--- src/rtl/button_cmd_scheduler.sv ---
// ============================================================================
// Module      : button_cmd_scheduler
// Description : Per-button pending events with auto-repeat, round-robin grant,
//               one command at a time on a valid/ready handshake.
// Revision    : 1.0 - initial release
// ============================================================================
`default_nettype none

module button_cmd_scheduler #(
    parameter int N_BTN         = 4,
    parameter int ID_W          = 2,
    parameter int HOLD_CYCLES   = 50_000_000,
    parameter int REPEAT_CYCLES = 10_000_000,
    parameter int CNT_W         = 26
) (
    input  logic             i_CLK,
    input  logic             i_RST_N,
    input  logic             i_EN,
    input  logic [N_BTN-1:0] i_TICK,
    input  logic [N_BTN-1:0] i_LEVEL,
    output logic             o_CMD_VALID,
    output logic [ID_W-1:0]  o_CMD_ID,
    output logic             o_CMD_REPEAT,
    input  logic             i_CMD_READY,
    output logic             o_OVERRUN
);

    localparam logic [1:0] c_ST_IDLE   = 2'd0;
    localparam logic [1:0] c_ST_HOLD   = 2'd1;
    localparam logic [1:0] c_ST_REPEAT = 2'd2;

    logic [N_BTN-1:0] w_rep_evt;
    logic [N_BTN-1:0] w_evt;
    logic [N_BTN-1:0] r_pending;
    logic [N_BTN-1:0] w_pending_nxt;
    logic [N_BTN-1:0] r_rep_flag;
    logic [N_BTN-1:0] w_rep_flag_nxt;
    logic [ID_W-1:0]  r_ptr;
    logic [ID_W-1:0]  w_ptr_nxt;
    logic [ID_W-1:0]  w_gnt;
    logic [ID_W:0]    w_sum;
    logic             w_found;
    logic             w_slot_free;
    logic             w_grant;
    logic             w_overrun_nxt;

    // Per-button hold/auto-repeat state machine
    for (genvar gi = 0; gi < N_BTN; gi++) begin : g_btn
        logic [1:0]       r_state;
        logic [1:0]       w_state_nxt;
        logic [CNT_W-1:0] r_cnt;
        logic [CNT_W-1:0] w_cnt_nxt;
        logic             w_rep;

        always_ff @(posedge i_CLK or negedge i_RST_N) begin
            if (!i_RST_N) begin
                r_state <= c_ST_IDLE;
                r_cnt   <= '0;
            end else begin
                r_state <= w_state_nxt;
                r_cnt   <= w_cnt_nxt;
            end
        end

        always_comb begin
            w_state_nxt = r_state;
            w_cnt_nxt   = r_cnt;
            w_rep       = 1'b0;
            if (!i_LEVEL[gi] || !i_EN) begin
                w_state_nxt = c_ST_IDLE;
                w_cnt_nxt   = '0;
            end else begin
                case (r_state)
                    c_ST_IDLE: begin
                        w_state_nxt = c_ST_HOLD;
                        w_cnt_nxt   = '0;
                    end
                    c_ST_HOLD: begin
                        if (r_cnt == CNT_W'(HOLD_CYCLES - 1)) begin
                            w_rep       = 1'b1;
                            w_state_nxt = c_ST_REPEAT;
                            w_cnt_nxt   = '0;
                        end else begin
                            w_cnt_nxt = r_cnt + CNT_W'(1);
                        end
                    end
                    c_ST_REPEAT: begin
                        if (r_cnt == CNT_W'(REPEAT_CYCLES - 1)) begin
                            w_rep     = 1'b1;
                            w_cnt_nxt = '0;
                        end else begin
                            w_cnt_nxt = r_cnt + CNT_W'(1);
                        end
                    end
                    default: begin
                        w_state_nxt = c_ST_IDLE;
                        w_cnt_nxt   = '0;
                    end
                endcase
            end
        end

        assign w_rep_evt[gi] = w_rep;
    end

    assign w_evt       = {N_BTN{i_EN}} & (i_TICK | w_rep_evt);
    assign w_slot_free = ~o_CMD_VALID | i_CMD_READY;
    assign w_grant     = w_slot_free & i_EN & w_found;

    // Round-robin search starting at the pointer, wrapping at N_BTN
    always_comb begin
        w_found = 1'b0;
        w_gnt   = '0;
        w_sum   = '0;
        for (int k = 0; k < N_BTN; k++) begin
            w_sum = {1'b0, r_ptr} + (ID_W+1)'(k);
            if (w_sum >= (ID_W+1)'(N_BTN)) begin
                w_sum = w_sum - (ID_W+1)'(N_BTN);
            end
            if (!w_found && r_pending[w_sum[ID_W-1:0]]) begin
                w_found = 1'b1;
                w_gnt   = w_sum[ID_W-1:0];
            end
        end
    end

    assign w_ptr_nxt = (w_gnt == ID_W'(N_BTN - 1)) ? '0 : w_gnt + ID_W'(1);

    // A new event wins over the grant clear, so a same-cycle event is kept
    always_comb begin
        w_pending_nxt  = r_pending;
        w_rep_flag_nxt = r_rep_flag;
        w_overrun_nxt  = 1'b0;
        for (int i = 0; i < N_BTN; i++) begin
            if (!i_EN) begin
                w_pending_nxt[i] = 1'b0;
            end else if (w_evt[i]) begin
                w_pending_nxt[i]  = 1'b1;
                w_rep_flag_nxt[i] = w_rep_evt[i] & ~i_TICK[i];
                if (r_pending[i] && !(w_grant && (w_gnt == ID_W'(i)))) begin
                    w_overrun_nxt = 1'b1;
                end
            end else if (w_grant && (w_gnt == ID_W'(i))) begin
                w_pending_nxt[i] = 1'b0;
            end
        end
    end

    always_ff @(posedge i_CLK or negedge i_RST_N) begin
        if (!i_RST_N) begin
            r_pending    <= '0;
            r_rep_flag   <= '0;
            r_ptr        <= '0;
            o_CMD_VALID  <= 1'b0;
            o_CMD_ID     <= '0;
            o_CMD_REPEAT <= 1'b0;
            o_OVERRUN    <= 1'b0;
        end else begin
            r_pending  <= w_pending_nxt;
            r_rep_flag <= w_rep_flag_nxt;
            o_OVERRUN  <= w_overrun_nxt;
            if (w_slot_free) begin
                if (w_grant) begin
                    o_CMD_VALID  <= 1'b1;
                    o_CMD_ID     <= w_gnt;
                    o_CMD_REPEAT <= r_rep_flag[w_gnt];
                    r_ptr        <= w_ptr_nxt;
                end else begin
                    o_CMD_VALID <= 1'b0;
                end
            end
        end
    end

endmodule

`default_nettype wire

--- config.mk ---
export PLATFORM = sky130hd
export DESIGN_NAME = button_cmd_scheduler
export DESIGN_NICKNAME = d
export VERILOG_FILES = /design/src/rtl/button_cmd_scheduler.sv
export SDC_FILE = /design/constraint.sdc
export NUM_CORES = 1
export LEC_CHECK = 0
export ABC_AREA = 1
export CAP_MARGIN = 15
export CORE_MARGIN = 2
export CORE_UTILIZATION = 67
export DETAILED_ROUTE_END_ITERATION = 6
export MAX_ROUTING_LAYER = met4
export PLACE_DENSITY = 0.85
export SYNTH_ARGS = -nofsm -noshare
export SYNTH_HDL_FRONTEND = slang
export SYNTH_SLANG_ARGS = --single-unit
--- constraint.sdc ---
create_clock -name i_CLK -period 2.9 [get_ports i_CLK]
set_clock_uncertainty 0.05 [all_clocks]
set_input_delay 0.58 -clock i_CLK [delete_from_list [all_inputs] [get_ports i_CLK]]
set_output_delay 0.58 -clock i_CLK [all_outputs]
set_load 0.005 [all_outputs]
---- Yosys cells after proc, flatten, opt, wreduce, memory -nomap -nowiden ----
Cells that the tools add are included.
word-level totals
  bits in registers ....................... 127
  output and inout port bits .............. 5
  word-level logic and storage cells ...... 220
operators by class
  add/subtract/negate cells ............... 12
  $lt $le $gt $ge ......................... 9
  equal/unequal tests ..................... 31
  mux-type cells .......................... 92
  bitwise gates (word level) .............. 14
  reductions and logical operators ........ 41
operator list
  operator                                                   count
  two-way mux 26 bit                                         12
  one-hot mux 26 bit (2 select lines)                        4
  adder 26 x 1 -> 26 bit (second input constant)             4
  == test 26 x 24 -> 1 bit (second input constant)           4
  == test 26 bit (second input constant)                     4
  two-way mux 1 bit                                          46
  two-way mux 2 bit                                          17
  one-hot mux 2 bit (3 select lines)                         4
  AND reduction 2 bit                                        9
  < comparator 2 x 3 -> 1 bit (second input constant)        5
  == test 2 bit (second input constant)                      6
  zero test 1 bit                                            12
  inequality test 3 x 1 -> 1 bit (second input constant)     4
  inequality test 3 bit (second input constant)              4
  logical AND 1 bit                                          11
  binary-select mux 1 bit (select 2 bit)                     5
  == test 2 x 1 -> 1 bit (second input constant)             5
  zero test 2 bit                                            5
  greater-or-equal comparator 3 bit (second input constant)  3
  inequality test 2 bit (second input constant)              4
  one-hot mux 1 bit (2 select lines)                         4
  subtractor 2 x 1 -> 2 bit (second input constant)          4
  adder 2 x 2 -> 3 bit (second input constant)               2
  AND 1 bit                                                  6
  other kinds (8)                                            15

---- Depth between registers and ports, before layout ----
Gate-level depths: netlist of run 1.
  word-level depth ........................ 30
  depth in mapped cells ................... 18
  depth with buffers taken out ............ 17

---- Least setup slack after synthesis of run 1 ----
OpenSTA, ideal clock, no wires.
  kind .................................... register to register
  start ................................... reg r_ptr[0]
  end ..................................... reg o_OVERRUN
  arrival time ............................ 1.803 ns
  slack ................................... 0.981 ns
  cell stages (with the launch flop) ...... 18
  buffers on the path ..................... 1
  period minus slack after synthesis ...... 1.919 ns
  path through ............................ dfrtp_1 buf_6 inv_4 nand2_1 nand3_1 nand2_1 nor2_4 nand3_4 nand3_2 inv_1 ha_1 nand3_1 nand2_1 inv_1 nand3_1 nand3_1 nand2_1 nand2_1
on the way
  word-level cells in the longest chain between the ends .. 30
  elaborated cells between the ends (all ways) .. 66
  classes of those cells .................. 7 x add/sub; 4 x order compare; 3 x eq/ne; 32 x mux; 1 x bitwise; 19 x reduce/logical
ends and longest elaborated chain
  what                                                                           RTL line  text
  start, declared                                                                38        logic [ID_W-1:0] r_ptr;
  start signal, assigned                                                         167       r_ptr <= w_ptr_nxt;
  parallel branches: the longest is 13 deep, another holds adder 2 x 1 -> 3 bit  --
  two-way mux 2 bit *                                                            120       if (!w_found && r_pending[w_sum[ID_W-1:0]]) begin
  via w_gnt[0]                                                                   40        logic [ID_W-1:0] w_gnt;
  zero test 2 bit                                                                140       if (r_pending[i] && !(w_grant && (w_gnt == ID_W'(i)))) begin
  logical AND 1 bit                                                              140
  zero test 1 bit                                                                140
  logical AND 1 bit                                                              140
  two-way mux 1 bit                                                              140
  [4 not listed]                                                                 --
  two-way mux 1 bit                                                              135       if (!i_EN) begin
  two-way mux 1 bit                                                              140
  two-way mux 1 bit                                                              137       end else if (w_evt[i]) begin
  two-way mux 1 bit                                                              135
  two-way mux 1 bit                                                              140
  two-way mux 1 bit                                                              137
  two-way mux 1 bit *                                                            135
  via w_overrun_nxt                                                              45        logic w_overrun_nxt;
  end signal, assigned                                                           161       o_OVERRUN <= w_overrun_nxt;
  end, declared                                                                  25        output logic o_OVERRUN
Mark *: on every way through the listed nets, which the timed path passes. The select of a mux whose other input is x is not followed.
A chain may end at the register's enable or synchronous reset.

---- Worst setup path in the final report of run 1 ----
Ends and elaborated chain as after synthesis.

==> impl_metrics.json, run 1 <==
{
  "synth_common_cells": "nand2_1, nor2_1, inv_1, dfrtp_1, nand3_1",
  "worstMarginPinSlew_ns": 0.4917,
  "ys_top_cells_by_area": "dfrtp_1, nand2_1, nor2_1",
  "synth_cell_types": 40,
  "grt_pass1_vias": 6708,
  "cp-startpoint": "r_ptr[0]",
  "critPathMaxStageDelay_ns": 0.53,
  "synthFlopType": "dfrtp_1",
  "synth_area_um2": 8014,
  "clockBufferDepth": 2,
  "yosys.area.top_type": "dfrtp_1",
  "yosys_register_bits": 127,
  "cts_made_buffers": 17,
  "hpwl_um": 12620,
  "n_antenna_cell": 0,
  "die_y_um": 113.4,
  "area_delta_synth_final_pct": 11.66,
  "core_um2": 11560,
  "layout.nets": 1160,
  "gr-usage-met3": 0.06374,
  "irDropWorstVdd_mv": 0.5027,
  "synth-async-reset-ratio": 1.000,
  "postSynthCellCount": 1096,
  "cts_sinks": 127,
  "initial_core_util": 0.6930,
  "vias": 7056,
  "grt_pass1_wl_um": 30520,
  "finish.utilization": 0.7738,
  "crit_slowest_cell": "dfrtp_1",
  "hold_viol_final": 0,
  "path_clk_slew_ns": 0.06,
  "fp-row-count": 39,
  "worst_slack_ns": 0.6124,
  "p_leak_nw": 3.810,
  "period_share": 0.7888,
  "rsz0062_at_grt": "false",
  "clk_latency_ns": 0.42,
  "grt_use_total": 0.3030,
  "p_total_mw": 5.185,
  "path_max_fanout": 10,
  "hp-class": "reg2reg",
  "setup_tns_ns": 0,
  "timing.rr.start": "r_ptr[0]",
  "yosysMostFrequentCell": "nand2_1",
  "use_met1": 0.4031,
  "portBuffers": 16,
  "critPathCaptureType": "flop",
  "antenna_found_initial": 0,
  "relSlewSlack": 0.6722,
  "period_minus_slack_ns": 2.288,
  "die_w_um": 113.4,
  "slew_viol_final": 0,
  "synth_edf_count": 0,
  "avgSynthCellArea_um2": 7.312,
  "outcome": "complete, no violations",
  "route.detailed.drc": 0,
  "antenna_left": 0,
  "avgRoutedWirePerCell_um": 13.86,
  "gr-total-overflow": 0,
  "cts_tree": "done",
  "crit_required_ns": 3.16,
  "grtUsageMet2": 0.4766,
  "powerDensity_nw_per_um2": 579.4,
  "synth_fp_nets": 1132,
  "grt_max_degree": 62,
  "drive_above_1_share": 0.08619,
  "h-tree-depth": 4,
  "top_usage_layer": "met2",
  "first_iter_violations": 622,
  "crit_chain": "inv_4, nand2_1, nand3_1, nand2_1, inv_1, nand3_1, nand3_2, inv_1, ha_1, nand3_1, nand2_1, inv_1, nand3_1, nand3_1, nand2_1, nand2_1",
  "min_from": "g_btn[2].r_cnt[0]",
  "root_buffer": "clkbuf_16",
  "start_kind": "flop",
  "setup.worst_path.class": "reg2reg",
  "max_freq_ghz": 0.4371,
  "seq_area_frac_synth": 0.3966,
  "crit_arrival_ns": 2.55,
  "postCtsSetupBuffers": 0,
  "routed_wl_um": 17740,
  "yosys_warnings": 0,
  "gp_congestion": 0.9847,
  "nFillCells": 870,
  "dp_slack_ns": 0.5399,
  "dr.pass1.iters": 5,
  "ios": 17,
  "cts_hold_buf": 1,
  "die_area_um2": 12850,
  "setup_violations": 0,
  "synth_top_area_share": 0.3966,
  "drv_cap": 0,
  "ctsResizeCount": 0,
  "vias_per_cell": 5.513
}
==> through the flow <==
step / hold slack (ns) / cells / cell area, um2
3_5_place_dp: 0.3985 / 1247 / 8298
6_report: 0.4044 / 1280 / 8949
3_3_place_gp: 0.3992 / 1247 / 8298
4_1_cts: 0.4069 / 1280 / 8949
5_1_grt: 0.4421 / 1280 / 8949
2_1_floorplan: 0.2344 / 1096 / 8014
==> report_power, final <==
group / internal, mW / switching [mW]
Combinational: 0.340 / 0.652
Clock: 1.52 / 0.766
Sequential: 1.84 / 0.0694
==> per-layer routing <==
metal	wire (um)	part of all wire	vias up
met5	0	0	-
met4	246	0.014	0
met3	872	0.049	21
met2	8467	0.48	181
met1	8156	0.46	3299
li1	-	-	3555
==> area by class of cell <==
cell class	count	area, um2	share of cell area
Timing Repair Buffer	22	221.5	0.02475
Inverter	167	631.9	0.07061
Clock inverter	11	160.2	0.01790
Tap cell	143	178.9	0.01999
Sequential cell	127	3178	0.3551
Clock buffer	21	480.5	0.05369
Multi-Input combinational cell	789	4098	0.4579
==> worst paths after layout <==
path                                 endpoint  slack (ns)  depth (start not counted)
hold / removal              g_btn[2].r_cnt[0]        0.40                          1
min in group asynchronous  g_btn[2].r_cnt[22]        0.55                          2
hold reg to reg             g_btn[2].r_cnt[0]        0.40                          1
setup / recovery                    o_OVERRUN        0.61                         16
setup reg to reg                    o_OVERRUN        0.61                         16
max in group asynchronous  g_btn[0].r_cnt[15]        1.45                          3
==> registers in the layout (all words and copies together), names as in the netlist <==
register       cells
g_btn.r_state      8
o_CMD_REPEAT       1
r_rep_flag         4
o_OVERRUN          1
o_CMD_ID           2
o_CMD_VALID        1
r_ptr              2
g_btn.r_cnt      104
r_pending          4
==> placed cells by master, fill, tap and decap left out, drive strengths merged, types with 4 or more instances in the layout <==
master	count
nor3b	7
nand3	83
nor3	59
bufinv	4
nand2	243
nor4	11
dfrtp	127
ha	24
xnor2	5
nand4	38
clkdlybuf4s50	15
o21ai	43
a21oi	11
buf	6
nor2	203
clkbuf	21
xor2	48
inv	167
clkinv	5
==> kinds of logic after synthesis <==
logic type	share of synthesized area
flip-flops	0.3966
AO/OA/AOI/OAI	0.04309
AND/OR/NAND/NOR	0.3728
buffers and inverters	0.09212
adder cells (fa/ha/maj)	0.03747
XOR/XNOR	0.05792
==> worst max-delay path, delay by kind of cell (launching register included) <==
kind | cells | cell delay, ns
buffers and inverters | 4 | 0.35
AND/OR/NAND/NOR | 11 | 1.09
adder cells (fa/ha/maj) | 1 | 0.15
flip-flops | 1 | 0.53
Power figures use the tool's default switching activity.
==> run 2, diff against run 1 <==
Settings changed: CORE_UTILIZATION 67 to 63, PLACE_DENSITY 0.85 to 0.81.
Clock period 2.9 ns to 2.2 ns, I/O delays scaled along.
==> run 2 against run 1 <==
Net effect:
- the run now ends with design-rule violations left
- cell count rose by 3.3%
- clock power up 15%
- core utilization shrank 5.1 points
- via count shrank 0.24%
- first-iteration DRC count up 3.5%
- wire length is 2.4% lower
- non-clock buffer count increased by 14
- fmax grew 7.8%
- clock-buffer cell count is 2 lower
- critical path type unchanged
- highest routed layer unchanged
==> impl_metrics.json, run 2 (synthesis results as in run 1) <==
{
  "outcome": "finished, violations left",
  "violations": "design-rule violations",
  "grt_use_total": 0.2768,
  "die_w_um": 116.8,
  "slew_viol_final": 0,
  "final_common_cell": "nand2_1",
  "cp-startpoint": "r_ptr[0]",
  "path_clk_slew_ns": 0.06,
  "layout.nets": 1174,
  "powerDensity_nw_per_um2": 731.8,
  "regMostFlops": "g_btn.r_cnt",
  "hpwl_um": 12630,
  "period_share": 0.9649,
  "worst_slack_ns": 0.07732,
  "worstMarginPinSlew_ns": 0.4728,
  "h-tree-depth": 4,
  "gr-total-overflow": 0,
  "n_antenna_cell": 0,
  "area_delta_synth_final_pct": 12.83,
  "path_max_fanout": 8,
  "reg_top3": "g_btn.r_cnt (104), g_btn.r_state (8)",
  "cts_sinks": 127,
  "critPathMaxStageDelay_ns": 0.46,
  "dr.pass1.iters": 7,
  "relSlewSlack": 0.6848,
  "antenna_left": 0,
  "p_leak_nw": 3.851,
  "vias": 7039,
  "route.detailed.drc": 1,
  "p_total_mw": 6.617,
  "gp_congestion": 0.9622,
  "antenna_found_initial": 0,
  "die_y_um": 116.8,
  "drv_cap": 0,
  "worst-r2r-cell-count": 17,
  "routed_wl_um": 17310,
  "path_common_cell": "nand2_1",
  "crit_slowest_cell": "dfrtp_2",
  "cts_tree": "done",
  "setup_violations": 0,
  "final_cell_mix": "nand2_1, nor2_1, inv_1",
  "grt_pass1_wl_um": 29070,
  "fp-row-count": 41,
  "die_area_um2": 13640,
  "rsz0062_at_grt": "true",
  "setup.worst_path.class": "reg2reg",
  "crit_required_ns": 2.52,
  "hold_viol_final": 0,
  "clockBufferDepth": 2,
  "ff2ff_setup_slack_ns": 0.08,
  "period_minus_slack_ns": 2.123,
  "crit_arrival_ns": 2.44,
  "grt_pass1_vias": 6557,
  "irDropWorstVdd_mv": 0.5825,
  "initial_core_util": 0.6402,
  "clk_latency_ns": 0.43,
  "hp-class": "reg2reg",
  "ios": 17,
  "portBuffers": 16,
  "largest_register_ffs": 104,
  "vias_per_cell": 5.325,
  "dp_slack_ns": 0.01843,
  "max_freq_ghz": 0.4711,
  "finish.utilization": 0.7224,
  "cts_made_buffers": 17,
  "crit_family": "simple AND/OR/NAND/NOR gates",
  "cp.depth": 17,
  "crit_end": "o_OVERRUN",
  "core_um2": 12520,
  "r2r-end": "o_OVERRUN",
  "grt_max_degree": 52,
  "timing.rr.start": "r_ptr[0]",
  "drive_above_1_share": 0.1017,
  "root_buffer": "clkbuf_16",
  "start_kind": "flop",
  "crit_buf_inv": 3,
  "critPathCaptureType": "flop",
  "avgRoutedWirePerCell_um": 13.10,
  "first_iter_violations": 644,
  "crit_chain": "buf_4, nand2_1, nand2_2, nand2_4, nand2_2, nor2_4, nand3_4, nand3_2, inv_1, ha_1, nand3_1, nand2_1, inv_1, nand3_1, nand3_1, nand2_1, nand2_1"
}
[run 2: report_power, final]
| group | internal, mW | total [mW] | switching [mW] |
|---|---|---|---|
| Clock | 1.58 | 2.64 | 1.06 |
| Sequential | 2.42 | 2.51 | 0.0916 |
| Combinational | 0.570 | 1.46 | 0.890 |
| Total | 4.57 | 6.62 | 2.05 |
[run 2: layout make-up]
class,count,area (um2)
Timing Repair Buffer,36,339.1
Sequential cell,127,3179
Clock buffer,19,442.9
Inverter,167,631.9
Multi-Input combinational cell,789,4121
Clock inverter,12,112.6
Tap cell,172,215.2
Fill cell,1030,3475
[run 2: repair_timing]
item                                   CTS  global route
endpoints found under the hold margin   48             0
resized for setup                        0            10
buffers inserted                         0             3
hold buffers                             1             0
setup endpoints to repair                0            32
[run 2: how the worst min path moves through the flow]
stage | to | start | slack (ns) | cells past startpoint
2_1_floorplan | g_btn[0].r_cnt[0] | i_RST_N | 0.09 | 0
3_3_place_gp | g_btn[0].r_cnt[15] | i_RST_N | 0.36 | 1
3_5_place_dp | g_btn[0].r_cnt[15] | i_RST_N | 0.37 | 1
4_1_cts | g_btn[2].r_cnt[0] | g_btn[2].r_cnt[0] | 0.41 | 1
5_1_grt | g_btn[2].r_cnt[0] | g_btn[2].r_cnt[0] | 0.44 | 1
6_report | g_btn[2].r_cnt[0] | g_btn[2].r_cnt[0] | 0.41 | 1
[run 2: per-layer routing]
layer	share of wire	GRT usage	vias to the layer above
met4	0.016	0.09255	0
met1	0.48	0.3642	3264
li1	-	-	3585
met2	0.46	0.4297	161
met5	0	-	-
met3	0.042	0.05922	29
[run 2: per-stage QoR]
step	instance area (um2)	TNS (ns)	hold slack [ns]	std cells
after floorplan	8014	0	0.09441	1096
after global routing	9042	-0.1658	0.4400	1322
final	9042	0	0.4117	1322
after detailed placement	8429	0	0.3708	1287
after global placement	8429	0	0.3620	1287
after CTS	8995	0	0.4145	1319
==> run 3, diff against run 2 <==
Settings changed: CORE_UTILIZATION 63 to 57, PLACE_DENSITY 0.81 to 0.77.
Clock period 2.2 ns to 1.79 ns, I/O delays scaled along.
==> run 3 against run 2 <==
Net effect:
- the run ends with negative setup slack left
- clock-buffer cell count unchanged
- power grew 60%
- sequential share of layout area decreased by 8.4 points
- clock power up 39%
- sequential power rose by 24%
- cell count grew 15%
- global-route usage rose by 1.9 points
- via count grew 25%
- largest cell class unchanged
- die area increased by 10%
- worst setup slack got worse by 0.50 ns
==> impl_metrics.json, run 3 (synthesis results as in run 1) <==
{
  "rsz0062_at_grt": "true",
  "layout.nets": 1359,
  "portBuffers": 16,
  "crit_arrival_ns": 2.48,
  "clk_latency_ns": 0.43,
  "die_y_um": 122.6,
  "hold_viol_final": 0,
  "h-tree-depth": 4,
  "hpwl_um": 14260,
  "reg_top3": "g_btn.r_cnt (104), g_btn.r_state (8)",
  "avgRoutedWirePerCell_um": 18.47,
  "finish.utilization": 0.8616,
  "fp-row-count": 43,
  "path_clk_slew_ns": 0.06,
  "ios": 17,
  "setup_violations": 121,
  "irDropWorstVdd_mv": 1.086,
  "grt_use_total": 0.2960,
  "critPathMaxStageDelay_ns": 0.46,
  "cts_made_buffers": 17,
  "slew_viol_final": 0,
  "cp-startpoint": "r_ptr[0]",
  "violations": "negative setup slack",
  "hp-class": "in2async",
  "start_kind": "flop",
  "crit_slowest_cell": "dfrtp_2",
  "relSlewSlack": 0.7046,
  "grt_pass1_wl_um": 34580,
  "core_um2": 13830,
  "path_max_fanout": 5,
  "gp_congestion": 0.9606,
  "clockBufferDepth": 2,
  "worst_slack_ns": -0.4178,
  "crit_required_ns": 2.06,
  "grt_pass1_vias": 7820,
  "final_cell_mix": "buf_4, nand2_1, inv_1",
  "antenna_found_initial": 0,
  "p_leak_nw": 5.288,
  "final_common_cell": "buf_4",
  "critPathCaptureType": "flop",
  "worst-r2r-cell-count": 16,
  "crit_family": "simple AND/OR/NAND/NOR gates",
  "drv_cap": 0,
  "crit_end": "o_OVERRUN",
  "period_minus_slack_ns": 2.208,
  "crit_chain": "buf_6, nand2_4, nand2_4, nand2_4, nand2_4, nor2_4, nand3_2, nand3_2, nand2_4, inv_2, ha_4, nand2_2, nand3_1, nand3_2, nand2_1, nand2_1",
  "cp.depth": 16,
  "cts_tree": "done",
  "routed_wl_um": 28000,
  "ff2ff_setup_slack_ns": -0.42,
  "r2r-end": "o_OVERRUN",
  "max_freq_ghz": 0.4529,
  "nFillCells": 656,
  "vias_per_cell": 5.799,
  "vias": 8791,
  "worstMarginPinSlew_ns": 0.4390,
  "antenna_left": 0,
  "regMostFlops": "g_btn.r_cnt",
  "root_buffer": "clkbuf_16",
  "gr-total-overflow": 0,
  "outcome": "finished, violations left",
  "first_iter_violations": 892,
  "die_w_um": 122.6,
  "die_area_um2": 15020,
  "initial_core_util": 0.5796,
  "setup.worst_path.class": "reg2reg",
  "powerDensity_nw_per_um2": 886.2,
  "n_antenna_cell": 0,
  "crit_buf_inv": 2,
  "route.detailed.drc": 0,
  "grt_max_degree": 47,
  "dr.pass1.iters": 7,
  "p_total_mw": 10.56,
  "period_share": 1.233,
  "area_delta_synth_final_pct": 48.66,
  "timing.rr.start": "r_ptr[0]",
  "path_common_cell": "nand2_4",
  "drive_above_1_share": 0.4019,
  "largest_register_ffs": 104,
  "cts_sinks": 127
}
run 3: worst min-delay path by stage:
stage	start	end	slack, ns	depth (start not counted)
3_5_place_dp	i_RST_N	g_btn[2].r_cnt[22]	0.20	1
4_1_cts	i_RST_N	g_btn[2].r_cnt[24]	0.33	2
5_1_grt	i_RST_N	g_btn[2].r_cnt[22]	0.34	2
6_report	i_RST_N	g_btn[2].r_cnt[22]	0.32	2
2_1_floorplan	i_RST_N	g_btn[0].r_cnt[0]	0.01	0
3_3_place_gp	i_RST_N	g_btn[2].r_cnt[22]	0.20	1
run 3: area by class of cell:
class | count | area [um2] | share of cell area
repair buffers | 219 | 1917 | 0.1609
multi-input cells | 791 | 5318 | 0.4463
clock buffers | 19 | 442.9 | 0.03718
well taps | 180 | 225.2 | 0.01890
clock inverters | 13 | 168.9 | 0.01418
inverters | 167 | 651.9 | 0.05472
flip-flops and latches | 127 | 3191 | 0.2678
run 3: what timing repair did:
| action | in CTS | in global routing |
|---|---|---|
| hold endpoints to repair | 25 | 0 |
| gates resized for setup | 72 | 295 |
| buffers inserted | 19 | 42 |
| cloned | 1 | 7 |
| pin swaps | 40 | 114 |
| setup endpoints to repair | 97 | 126 |
| hold buffers | 1 | 0 |
run 3: per-layer routing:
metal  vias to the layer above  part of all wire  GRT usage
met3                       183             0.060    0.05994
met2                       485              0.51     0.5017
met5                         -                 0          -
li1                       3949                 -          -
met1                      4174              0.38     0.3510
met4                         0             0.056     0.1034
run 3: worst register-to-register path, cell delays in order (launching register included):
cell	delay, ns
dfrtp_2	0.46
buf_6	0.16
nand2_4	0.08
nand2_4	0.07
nand2_4	0.09
nand2_4	0.06
nor2_4	0.17
nand3_2	0.12
nand3_2	0.12
nand2_4	0.09
inv_2	0.12
ha_4	0.14
nand2_2	0.05
nand3_1	0.10
nand3_2	0.07
nand2_1	0.08
nand2_1	0.06
run 3: through the flow:
stage / setup slack, ns / std cells / hold slack [ns] / instance area [um2] / setup TNS [ns]
CTS: -0.2211 / 1469 / 0.3324 / 10480 / -1.994
global route: -0.4985 / 1516 / 0.3352 / 11910 / -27.30
floorplan: -0.05101 / 1096 / 0.01241 / 8065 / -0.05101
detailed placement: -0.3425 / 1416 / 0.1998 / 9449 / -5.196
global placement: -0.2682 / 1416 / 0.1993 / 9449 / -2.698
finish: -0.4178 / 1516 / 0.3166 / 11910 / -20.18
run 3: where the power goes:
| group | switching (mW) | internal [mW] | total, mW | leakage [nW] |
|---|---|---|---|---|
| Combinational | 2.11 | 1.67 | 3.78 | 3.24 |
| Sequential | 0.126 | 2.98 | 3.11 | 1.74 |
| Clock | 1.33 | 2.34 | 3.67 | 0.310 |
